===== config.mk =====
export PLATFORM = sky130hd
export DESIGN_NAME = cmd_decoder_mc
export DESIGN_NICKNAME = d
export VERILOG_FILES = /design/src/rtl/cmd_dec_pkg.sv /design/src/rtl/cmd_fifo.sv /design/src/rtl/cmd_decoder_mc.sv
export SDC_FILE = /design/constraint.sdc
export NUM_CORES = 1
export LEC_CHECK = 0
export CORE_UTILIZATION = 50
export CTS_CLUSTER_DIAMETER = 30
export DETAILED_ROUTE_END_ITERATION = 12
export PLACE_DENSITY_LB_ADDON = 0.05
export SETUP_SLACK_MARGIN = 0.4
export SKIP_LAST_GASP = 1
export SLEW_MARGIN = 30
export SYNTH_ARGS = -nofsm -noshare
export SYNTH_HDL_FRONTEND = slang
export SYNTH_SLANG_ARGS = --single-unit

===== constraint.sdc =====
create_clock -name clk -period 3.6 [get_ports clk]
set_input_delay 0.72 -clock clk [delete_from_list [all_inputs] [get_ports clk]]
set_output_delay 0.72 -clock clk [all_outputs]
set_load 0.03 [all_outputs]

===== src/rtl/cmd_dec_pkg.sv =====
// Shared definitions for the multi-channel command decoder.
// Holds the command word field positions and the reject-code encoding.
package cmd_dec_pkg;

  // Action flag bit positions inside the command word
  localparam int unsigned BIT_ON   = 0;
  localparam int unsigned BIT_OFF  = 1;
  localparam int unsigned BIT_INC  = 2;
  localparam int unsigned BIT_DEC  = 3;
  localparam int unsigned BIT_RX   = 4;
  localparam int unsigned BIT_TX   = 5;
  localparam int unsigned BIT_EXEC = 6;
  localparam int unsigned FLAGS_W  = 7;

  // Multi-bit field positions
  localparam int unsigned STEP_LSB = 8;
  localparam int unsigned CH_LSB   = 16;
  localparam int unsigned CH_W     = 8;

  typedef enum logic [1:0] {
    ERR_NONE     = 2'd0,
    ERR_CONFLICT = 2'd1,
    ERR_RANGE    = 2'd2,
    ERR_OFF      = 2'd3
  } err_code_e;

endpackage


===== src/rtl/cmd_fifo.sv =====
// Synchronous command FIFO, power-of-two depth, no read bypass.
// Ports: clk, rst_n (async active-low), push_i/pop_i requests (ignored when
// full/empty), wdata_i write word, rdata_o head word, full_o, empty_o.
module cmd_fifo #(
  parameter int unsigned DATA_WIDTH = 32,
  parameter int unsigned FIFO_DEPTH = 4
) (
  input  logic                  clk,
  input  logic                  rst_n,
  input  logic                  push_i,
  input  logic                  pop_i,
  input  logic [DATA_WIDTH-1:0] wdata_i,
  output logic [DATA_WIDTH-1:0] rdata_o,
  output logic                  full_o,
  output logic                  empty_o
);

  localparam int unsigned PTR_W = (FIFO_DEPTH > 1) ? $clog2(FIFO_DEPTH) : 1;
  localparam int unsigned CNT_W = PTR_W + 1;

  logic [DATA_WIDTH-1:0] mem_q [FIFO_DEPTH];
  logic [PTR_W-1:0]      wr_ptr_q, rd_ptr_q;
  logic [CNT_W-1:0]      count_q;
  logic                  do_push, do_pop;

  assign full_o  = (count_q == CNT_W'(FIFO_DEPTH));
  assign empty_o = (count_q == '0);
  assign do_push = push_i && !full_o;
  assign do_pop  = pop_i && !empty_o;
  assign rdata_o = mem_q[rd_ptr_q];

  // Pointers wrap naturally because the depth is a power of two
  always_ff @(posedge clk or negedge rst_n) begin
    if (!rst_n) begin
      wr_ptr_q <= '0;
      rd_ptr_q <= '0;
      count_q  <= '0;
    end else begin
      if (do_push) wr_ptr_q <= wr_ptr_q + PTR_W'(1);
      if (do_pop)  rd_ptr_q <= rd_ptr_q + PTR_W'(1);
      case ({do_push, do_pop})
        2'b10:   count_q <= count_q + CNT_W'(1);
        2'b01:   count_q <= count_q - CNT_W'(1);
        default: count_q <= count_q;
      endcase
    end
  end

  // Storage needs no reset: occupancy alone decides what is valid
  always_ff @(posedge clk) begin
    if (do_push) mem_q[wr_ptr_q] <= wdata_i;
  end

endmodule


===== src/rtl/cmd_decoder_mc.sv =====
// Buffered multi-channel command decoder.
// Commands enter a FIFO over a valid/ready handshake, are popped into a
// decode stage, then checked and executed into registered outputs.
// Ports: clk, rst_n, in_valid/in_ready/received_data (command input),
// stall (holds the FIFO head), valid/err/err_code (per-command status
// pulses), on/amount (per-channel state), increase/decrease/send/receive
// (per-channel action pulses).
module cmd_decoder_mc
  import cmd_dec_pkg::*;
#(
  parameter int unsigned DATA_WIDTH   = 32,
  parameter int unsigned AMOUNT_WIDTH = 8,
  parameter int unsigned NUM_CH       = 4,
  parameter int unsigned FIFO_DEPTH   = 4
) (
  input  logic                           clk,
  input  logic                           rst_n,
  input  logic                           in_valid,
  output logic                           in_ready,
  input  logic [DATA_WIDTH-1:0]          received_data,
  input  logic                           stall,
  output logic                           valid,
  output logic                           err,
  output logic [1:0]                     err_code,
  output logic [NUM_CH-1:0]              on,
  output logic [NUM_CH-1:0]              increase,
  output logic [NUM_CH-1:0]              decrease,
  output logic [NUM_CH-1:0]              send,
  output logic [NUM_CH-1:0]              receive,
  output logic [NUM_CH*AMOUNT_WIDTH-1:0] amount
);

  localparam int unsigned AMT_W = AMOUNT_WIDTH;

  // FIFO interface
  logic                  fifo_full, fifo_empty, push, pop;
  logic [DATA_WIDTH-1:0] head;
  logic                  unused_head;

  assign in_ready    = !fifo_full;
  assign push        = in_valid && in_ready;
  assign pop         = !fifo_empty && !stall;
  assign unused_head = ^head;

  cmd_fifo #(
    .DATA_WIDTH (DATA_WIDTH),
    .FIFO_DEPTH (FIFO_DEPTH)
  ) u_fifo (
    .clk     (clk),
    .rst_n   (rst_n),
    .push_i  (push),
    .pop_i   (pop),
    .wdata_i (received_data),
    .rdata_o (head),
    .full_o  (fifo_full),
    .empty_o (fifo_empty)
  );

  // Decode stage (popped command) and execute-stage registers
  logic                    cmd_vld_q;
  logic [FLAGS_W-1:0]      flags_q;
  logic [AMT_W-1:0]        step_q;
  logic [CH_W-1:0]         ch_q;

  logic                    valid_q, valid_d;
  logic                    err_q, err_d;
  err_code_e               err_code_q, err_code_d;
  logic [NUM_CH-1:0]       on_q, on_d;
  logic [NUM_CH-1:0]       inc_q, inc_d, dec_q, dec_d;
  logic [NUM_CH-1:0]       send_q, send_d, recv_q, recv_d;
  logic [NUM_CH*AMT_W-1:0] amount_q, amount_d;

  // Execute-stage working values
  logic             f_on, f_off, f_inc, f_dec, f_rx, f_tx, f_exec;
  logic             in_range;
  logic             cur_on, next_on;
  logic [AMT_W-1:0] cur_amt, base_amt, new_amt;
  logic [AMT_W:0]   sum_w, diff_w;

  assign f_on     = flags_q[BIT_ON];
  assign f_off    = flags_q[BIT_OFF];
  assign f_inc    = flags_q[BIT_INC];
  assign f_dec    = flags_q[BIT_DEC];
  assign f_rx     = flags_q[BIT_RX];
  assign f_tx     = flags_q[BIT_TX];
  assign f_exec   = flags_q[BIT_EXEC];
  assign in_range = (32'(ch_q) < NUM_CH);

  // Check and execute the command held in the decode stage
  always_comb begin
    on_d       = on_q;
    amount_d   = amount_q;
    valid_d    = 1'b0;
    err_d      = 1'b0;
    err_code_d = ERR_NONE;
    inc_d      = '0;
    dec_d      = '0;
    send_d     = '0;
    recv_d     = '0;
    cur_on     = 1'b0;
    cur_amt    = '0;

    for (int k = 0; k < int'(NUM_CH); k++) begin
      if (CH_W'(k) == ch_q) begin
        cur_on  = on_q[k];
        cur_amt = amount_q[k*AMT_W +: AMT_W];
      end
    end

    // State as seen after this command's ON/OFF is applied
    next_on  = f_on ? 1'b1 : (f_off ? 1'b0 : cur_on);
    base_amt = f_off ? '0 : cur_amt;
    // One extra bit exposes overflow/underflow for saturation
    sum_w    = {1'b0, base_amt} + {1'b0, step_q};
    diff_w   = {1'b0, base_amt} - {1'b0, step_q};
    new_amt  = base_amt;
    if (f_exec && f_inc)      new_amt = sum_w[AMT_W]  ? '1 : sum_w[AMT_W-1:0];
    else if (f_exec && f_dec) new_amt = diff_w[AMT_W] ? '0 : diff_w[AMT_W-1:0];

    if (cmd_vld_q) begin
      if ((f_on && f_off) || (f_inc && f_dec)) begin
        err_d      = 1'b1;
        err_code_d = ERR_CONFLICT;
      end else if (!in_range) begin
        err_d      = 1'b1;
        err_code_d = ERR_RANGE;
      end else if ((f_inc || f_dec) && f_exec && !next_on) begin
        err_d      = 1'b1;
        err_code_d = ERR_OFF;
      end else begin
        valid_d = 1'b1;
        for (int k = 0; k < int'(NUM_CH); k++) begin
          if (CH_W'(k) == ch_q) begin
            on_d[k]                      = next_on;
            amount_d[k*AMT_W +: AMT_W]   = new_amt;
            inc_d[k]                     = f_exec && f_inc;
            dec_d[k]                     = f_exec && f_dec;
            send_d[k]                    = f_exec && f_tx;
            recv_d[k]                    = f_exec && f_rx;
          end
        end
      end
    end
  end

  // Decode-stage capture and registered execute outputs
  always_ff @(posedge clk or negedge rst_n) begin
    if (!rst_n) begin
      cmd_vld_q  <= 1'b0;
      flags_q    <= '0;
      step_q     <= '0;
      ch_q       <= '0;
      valid_q    <= 1'b0;
      err_q      <= 1'b0;
      err_code_q <= ERR_NONE;
      on_q       <= '0;
      amount_q   <= '0;
      inc_q      <= '0;
      dec_q      <= '0;
      send_q     <= '0;
      recv_q     <= '0;
    end else begin
      cmd_vld_q <= pop;
      if (pop) begin
        flags_q <= head[FLAGS_W-1:0];
        step_q  <= head[STEP_LSB +: AMT_W];
        ch_q    <= head[CH_LSB +: CH_W];
      end
      valid_q    <= valid_d;
      err_q      <= err_d;
      err_code_q <= err_code_d;
      on_q       <= on_d;
      amount_q   <= amount_d;
      inc_q      <= inc_d;
      dec_q      <= dec_d;
      send_q     <= send_d;
      recv_q     <= recv_d;
    end
  end

  assign valid    = valid_q;
  assign err      = err_q;
  assign err_code = err_code_q;
  assign on       = on_q;
  assign amount   = amount_q;
  assign increase = inc_q;
  assign decrease = dec_q;
  assign send     = send_q;
  assign receive  = recv_q;

endmodule


# After elaboration in Yosys (flattened, before gate mapping)

Memories as Yosys holds them, arrays and structs flattened. A register that Yosys moved wholly into a read port is not among the register bits.
Index checks and enable logic that the tools add are counted.

Memories: 1
ROM bits: 0
Output and inout bits: 57
Bits in latches: 0
Flip-flop bits (word level): 64
Bits of input ports: 36
Memory bits (writable): 128

Memory list:

| memory       | depth | bits a word | read ports | clocked after Yosys merged registers in | write ports | line           | source |
|---|---|---|---|---|---|---|---|
| u_fifo.mem_q | 4     | 32          | 1          | 1                                       | 1           | cmd_fifo.sv:21 | `logic [DATA_WIDTH-1:0] mem_q [FIFO_DEPTH];` |

Add/subtract/negate cells: 6
$mul: 0
Equality and inequality tests: 6
Reductions and logical operators: 26
Bitwise logic cells: 2
Shifts and indexed selects: 0
Muxes and demuxes: 62
Order comparisons: 1
Divide/modulo/power cells: 0

Operators by type and width:

| kind                                                        | count |
|---|---|
| two-way mux 8 bit                                           | 9 |
| two-way mux 4 bit                                           | 16 |
| two-way mux 1 bit                                           | 32 |
| AND reduction 5 bit                                         | 4 |
| == test 2 x 8 -> 1 bit (first input constant)               | 2 |
| logical AND 1 bit                                           | 12 |
| adder 8 x 8 -> 9 bit                                        | 1 |
| subtractor 8 x 8 -> 9 bit                                   | 1 |
| == test 1 x 8 -> 1 bit (first input constant)               | 1 |
| zero test 8 bit                                             | 1 |
| less-than comparator 8 x 3 -> 1 bit (second input constant) | 1 |
| two-way mux 2 bit                                           | 4 |
| case mux 3 bit (2 select lines)                             | 1 |
| zero test 1 bit                                             | 5 |
| adder 2 x 1 -> 2 bit (second input constant)                | 2 |
| adder 3 x 1 -> 3 bit (second input constant)                | 1 |
| == test 3 bit (second input constant)                       | 1 |
| zero test 3 bit                                             | 1 |
| subtractor 3 x 1 -> 3 bit (second input constant)           | 1 |
| == test 2 x 1 -> 1 bit (second input constant)              | 1 |
| == test 2 bit (second input constant)                       | 1 |
| logical OR 1 bit                                            | 2 |
| inverter 1 bit                                              | 2 |
| nonzero test 2 bit                                          | 1 |

# Logic depth before layout (Yosys ltp)

Gate-level depths: netlist of the first run.

Depth after elaboration: 13
Gate-level depth with buffers: 13
Gate-level depth less buffers: 12

# Cells and area by module

Synthesis of the first run repeated with hierarchy kept, for this count alone.

Cells, all modules: 583
Area total of the unflattened synthesis: 9231.4 sq um

By module, submodules not included:

| module         | cells each | area an instance (sq um) | times used | sequential area each (sq um) |
|---|---|---|---|---|
| cmd_fifo       | 205        | 5091.1                   | 1          | 4018.9 |
| cmd_decoder_mc | 378        | 4140.2                   | 1          | 2001.9 |

# Least setup slack after synthesis of the first run

OpenSTA, ideal clock, no wires.

Path type: register to register
From: register ch_q[0], read port of u_fifo.mem_q
To: register amount_q[15] (netlist: amount[15])
Data required time: 3518 ps
Stages on the path, launching flop included: 13
Arrival time: 3445 ps
Buffers on the path: 3
Setup time: 82 ps
Setup slack: 73 ps
Cells stage by stage: dfrtp_1 -> buf_6 -> clkbuf_1 -> mux4_2 -> and3_1 -> ha_1 -> clkbuf_1 -> nand2_1 -> or3_1 -> or4_1 -> a21oi_1 -> o21ai_0 -> a31oi_1

Cells in the longest elaborated chain, start to end: 11
Elaborated cells on any way between the ends: 26
Classes of those cells: 2 x add/sub; 1 x order compare; 3 x eq/ne; 15 x mux; 1 x bitwise; 4 x reduce/logical

RTL lines:

| what                                                                               | line                  | source |
|---|---|---|
| start: declaration                                                                 | cmd_decoder_mc.sv:63  | `logic [CH_W-1:0] ch_q;` |
| parallel branches: the longest is 11 deep, another holds subtractor 8 x 8 -> 9 bit | n/a                   |  |
| end signal: assignment                                                             | cmd_decoder_mc.sv:173 | `amount_q <= amount_d;` |
| end: declaration                                                                   | cmd_decoder_mc.sv:71  | `logic [NUM_CH*AMT_W-1:0] amount_q, amount_d;` |

Parallel ways; which one is timed is not known.
A chain may end at the register's enable or synchronous reset.

# Worst setup path after layout of the first run

From: register ch_q[0], read port of u_fifo.mem_q
To: register amount_q[21] (netlist: amount[21])

Same word-level chain as after synthesis.

==> flow_summary.toml, run 1 <==
[worst_hold_path]
holdCritPathClass = "in2async"

[yosys]
synth_async_sr_flop_share_pct = 48.6
seq_area_frac_synth_pct = 63.3
synth_flop_cell = "edfxtp_1"
syn_avg_cell_area_um2 = 15.0
yosys.cell_count.top_type = "edfxtp_1"
ys_top_cells_by_area = "edfxtp_1, dfrtp_1, mux4_2"
yosys.area.top_type = "edfxtp_1"
synth_area_um2 = 7810
yosysUniqueCellTypes = 63
netlist.area_leader.share_pct = 35.4
synth_nets = 578
synth_edf_count = 92
synthesis.instances = 519
synthTopCellsByCount = "edfxtp_1, dfrtp_1, mux2_2"
yosysWarnings = 0
synth_seq_cells = 179

[drt]
ant_nets = 0
detailedRoute.firstPassIterationCount = 5
route.detailed.drc = 0
vias = 4806
vias_per_cell = 5.69
postRouteWirelength_um = 15900
drt_iter0_drc = 189
wl_per_cell_um = 18.8

[die]
ios = 93
dieWidth_um = 127
fp-row-count = 45
initial_core_util_pct = 51.3
core_area_um2 = 15200
dieArea_um2 = 16100
die_height_um = 127

[finish]
drive_gt1_share_pct = 29.4
n_fill_cell = 1116
final_net_count = 703
n_antenna_cell = 0
syn_to_final_growth_pct = 27.9
final_area_um2 = 9990

[cts]
cts-hold-fix-buffers = 0
h-tree-depth = 4
cts_root_buf = "clkbuf_16"
cts_buffers = 17
clock_path_buffers = 2
clock-sinks = 179
path_clk_slew_ns = 0.07
insertion_delay_ns = 0.42
cts_tree = "done"

[pwr]
power.leakage_nw = 3.92
powerDensity_nw_per_um2 = 722
peakVddDrop_v = 0.000403

[placement]
gp_congestion = 0.840
portBuffers = 83
detailed_place_hpwl_um = 11000
postPlaceCellArea_um2 = 9140

[timing]
finalSetupTns_ns = 0
finClkSkew_ns = 0.00924
grt_setup_unrepaired = "true"
setup_viol = 0
period_share_pct = 96.6
hold_viol_final = 0
period_needed_ns = 3.48
tightest_slew_ns = 0.909
slew_violations = 0
fmax_ghz = 0.287
slew_headroom_pct = 39.0

[global_routing]
grt_max_degree = 48
antenna_found_initial = 0
grt_pass1_wl_um = 25500
first_global_vias = 4828
overflow = 0
grt_use_total_pct = 21.1

[critical_path]
path_max_fanout = 6
cp-end-kind = "flop"
crit_required_ns = 3.90
crit_slowest_cell = "mux4_2"
cp-start-kind = "flop"
max_stage_delay_ns = 0.54
startpoint = "ch_q[0]"
r2r-start = "ch_q[0]"
arrival_ns = 3.78
crit_chain = "mux4_2 > and3_4 > ha_4 > fa_2 > and2_4 > a31o_4 > a221oi_4 > o31a_2 > a31oi_1 > a221o_1 > mux2_4"
path_class = "reg2reg"

[job]
max-cap-violations = 0

[status]
status = "completed"
[report_power, final]
| part | switching (mW) | leakage (nW) | internal (mW) | total [mW] |
|---|---|---|---|---|
| clock network | 0.762 | 0.285 | 0.966 | 1.73 |
| registers | 0.360 | 1.98 | 2.65 | 3.01 |
| logic | 1.29 | 1.65 | 1.18 | 2.48 |
[cell usage in the layout (no fill, tap or decap), drive strengths merged, types with 20 or more instances in the layout]
master and count:
nor2 35, nand2 27, o21ai 22, clkdlybuf4s50 82, inv 27, buf 50, edfxtp 92, mux2 38
clkbuf 21, mux4 32, dfrtp 87, ha 20
[state kept, by name (all words and copies together) (netlist names), 2 cells and up]
name             cells
send                 4
receive              4
u_fifo.mem_q        92
u_fifo.count_q       3
decrease             4
flags_q              7
on                   4
u_fifo.wr_ptr_q      2
amount              32
u_fifo.rd_ptr_q      2
err_code             2
step_q               8
increase             4
ch_q                 8
[worst max-delay path, delay by kind of cell (launching register included)]
family	cells	cell delay, ns
compound gates	5	1.18
mux	2	0.82
fa+ha+maj	2	0.52
flops	1	0.46
simple gates	2	0.37
[through the flow]
step | instances | setup WS [ns] | power [mW] | hold WS [ns] | utilization [%]
after detailed placement | 804 | -0.102 | 5.38 | 0.493 | 60.1
after global routing | 845 | 0.0254 | 7.60 | 0.337 | 65.7
after global placement | 804 | -0.0866 | 5.32 | 0.478 | 60.1
final | 845 | 0.121 | 7.21 | 0.302 | 65.7
after CTS | 843 | 0.132 | 7.20 | 0.309 | 64.7
after floorplan | 519 | 0.373 | 4.54 | 0.424 | -
[routing by layer]
layer / GRT usage, % / share of wire [%]
met5: 0 / 0
met4: 7.14 / 1.3
met3: 3.29 / 3.1
met2: 35.9 / 51
met1: 27.9 / 45
[timing repair]
action,CTS,global route
setup endpoints to repair,32,32
gates resized for setup,16,25
gates cloned,0,0
pin swaps,10,7
buffers inserted,7,2
hold endpoints to repair,0,0
[area by class of cell]
type	count	area, um^2	area share [%]
Sequential cell	179	4950	49.5
Multi-Input combinational cell	294	2950	29.6
Timing Repair Buffer	132	1220	12.2
Clock buffer	21	475	4.76
Tap cell	188	235	2.36
Clock inverter	11	87.6	0.877
Inverter	20	75.1	0.752
[worst paths after layout]
path,endpoint,cells past startpoint,slack [ns]
max in group asynchronous,step_q[5],2,2.56
setup reg to reg,amount[21],11,0.12
hold / removal,receive[0],1,0.30
min in group clk,u_fifo.count_q[0],1,0.51
setup / recovery,amount[21],11,0.12
hold reg to reg,u_fifo.count_q[0],1,0.51
[logic make-up after synthesis]
kind of cell	share of synthesized area (%)
DFF	63.3
muxes	14.8
and+or+nand+nor	7.24
buffers and inverters	2.42
adders and majority gates	4.10
xor gates and xnor gates	1.68
AOI/OAI and AO/OA	6.43
Power figures use the tool's default switching activity.
==> run 2, diff against run 1 <==
Settings changed: CELL_PAD_IN_SITES_DETAIL_PLACEMENT from default to 1, CELL_PAD_IN_SITES_GLOBAL_PLACEMENT from default to 1, CORE_UTILIZATION 50 to 42.
==> flow_summary.toml, run 2 (synthesis results as in run 1) <==
[critical_path]
cp-start-kind = "flop"
path_max_fanout = 6
cp-end-kind = "flop"
arrival_ns = 3.80
path_class = "reg2reg"
r2r-start = "ch_q[0]"
crit_required_ns = 3.91
startpoint = "ch_q[0]"

[finish]
drive_gt1_share_pct = 29.8
final_cell_mix = "edfxtp_1, dfrtp_1, clkdlybuf4s50_1"
syn_to_final_growth_pct = 28.8
final_cells = 889
final_net_count = 706
n_fill_cell = 1705
final_common_cell = "edfxtp_1"
final_area_um2 = 10100
regMostFlops = "u_fifo.mem_q"
n_antenna_cell = 0
fin_util_pct = 55.6
largest_register_ffs = 92

[timing]
hold_viol_final = 0
grt_setup_unrepaired = "true"
slew_violations = 0
slew_headroom_pct = 38.9
period_share_pct = 96.9
finalSetupTns_ns = 0
period_needed_ns = 3.49
finClkSkew_ns = 0.0135
whs_ns = 0.244
layout_setup_ws_ns = 0.113
fmax_ghz = 0.287
setup_viol = 0
tightest_slew_ns = 0.913

[placement]
dp_cells = 848
dp_slack_ns = -0.109
postPlaceCellArea_um2 = 9230
gp_congestion = 0.775
detailed_place_hpwl_um = 12600
portBuffers = 83

[die]
initial_core_util_pct = 43.2
ios = 93
fp-row-count = 49
core_area_um2 = 18100
dieWidth_um = 138
die_height_um = 138
dieArea_um2 = 19100

[cts]
path_clk_slew_ns = 0.07
cts-hold-fix-buffers = 0
h-tree-depth = 4
clock_path_buffers = 2
clock-sinks = 179
insertion_delay_ns = 0.43
cts_buffers = 17
cts_root_buf = "clkbuf_16"
cts_tree = "done"

[drt]
wl_per_cell_um = 20.0
ant_nets = 0
highest_layer = "met4"
drt_iter0_drc = 166
route.detailed.drc = 19
vias_per_cell = 5.43
postRouteWirelength_um = 17800
wl_met3_um = 511
detailedRoute.firstPassIterationCount = 8
drt-met1-wl_um = 8010
wl_met2_um = 9110
vias = 4825

[pwr]
peakVddDrop_v = 0.000366
powerDensity_nw_per_um2 = 731
p_total_mw = 7.35
power.leakage_nw = 3.94

[global_routing]
first_global_vias = 5337
grt_max_degree = 39
grt_pass1_wl_um = 29200
grt_use_total_pct = 20.0
antenna_found_initial = 0
overflow = 0

[status]
failed_checks = "DRC"
status = "complete, but fails checks"

[job]
max-cap-violations = 0

[worst_hold_path]
holdCritPathClass = "in2async"
[run 2: cell count changes in the layout (fill, tap and decap cells not counted), moves of 2 or more]
cell and change:
buf_12 +2, and3_1 -2, inv_8 +2, a221oi_2 +2, mux2_2 +2, clkinv_8 +2, mux2_4 -2, o21ai_0 -2
[run 2: report_power, final]
| group | total [mW] | internal (mW) | switching [mW] |
|---|---|---|---|
| logic | 2.52 | 1.19 | 1.33 |
| clock network | 1.82 | 0.964 | 0.857 |
| registers | 3.01 | 2.65 | 0.366 |
| total | 7.35 | 4.80 | 2.55 |
[run 2: layout make-up]
class                           instances  area (um^2)  share of cell area (%)
Sequential cell                       179         4950                    49.2
Multi-Input combinational cell        294         2900                    28.8
Timing Repair Buffer                  135         1260                    12.6
Clock buffer                           19          455                    4.53
Tap cell                              229          287                    2.85
Clock inverter                         13          131                    1.31
Inverter                               20         75.1                   0.747
[run 2: path summary, 6_finish.rpt]
path                                       to  slack (ns)  depth (start not counted)
setup / recovery                    amount[1]        0.11                         11
hold / removal                    increase[1]        0.24                          1
setup reg to reg                    amount[1]        0.11                         11
hold reg to reg             u_fifo.count_q[2]        0.50                          1
max in group asynchronous  u_fifo.rd_ptr_q[1]        2.59                          2
min in group clk            u_fifo.count_q[2]        0.50                          1
[run 2: repair_timing]
action	4_1_cts	5_1_grt
pin swaps	13	9
buffers inserted	6	3
hold endpoints to repair	0	0
endpoints found under the setup margin	32	32
gates resized for setup	24	15
[run 2: metal layers]
layer / track usage [%] / vias up
li1: - / 2209
met1: 26.0 / 2511
met2: 34.5 / 92
met3: 3.53 / 13
met4: 6.03 / 0
met5: 0 / -
[run 2: worst max-delay path, cell delays in order, from the launching register on]
cell and delay (ns):
dfrtp_2 0.45, buf_4 0.17, mux4_2 0.53, and3_2 0.28, ha_4 0.25, a21o_1 0.18
a211oi_2 0.27, o22a_1 0.28, a21oi_4 0.09, a222oi_1 0.39, nand2_1 0.18, mux2_2 0.29
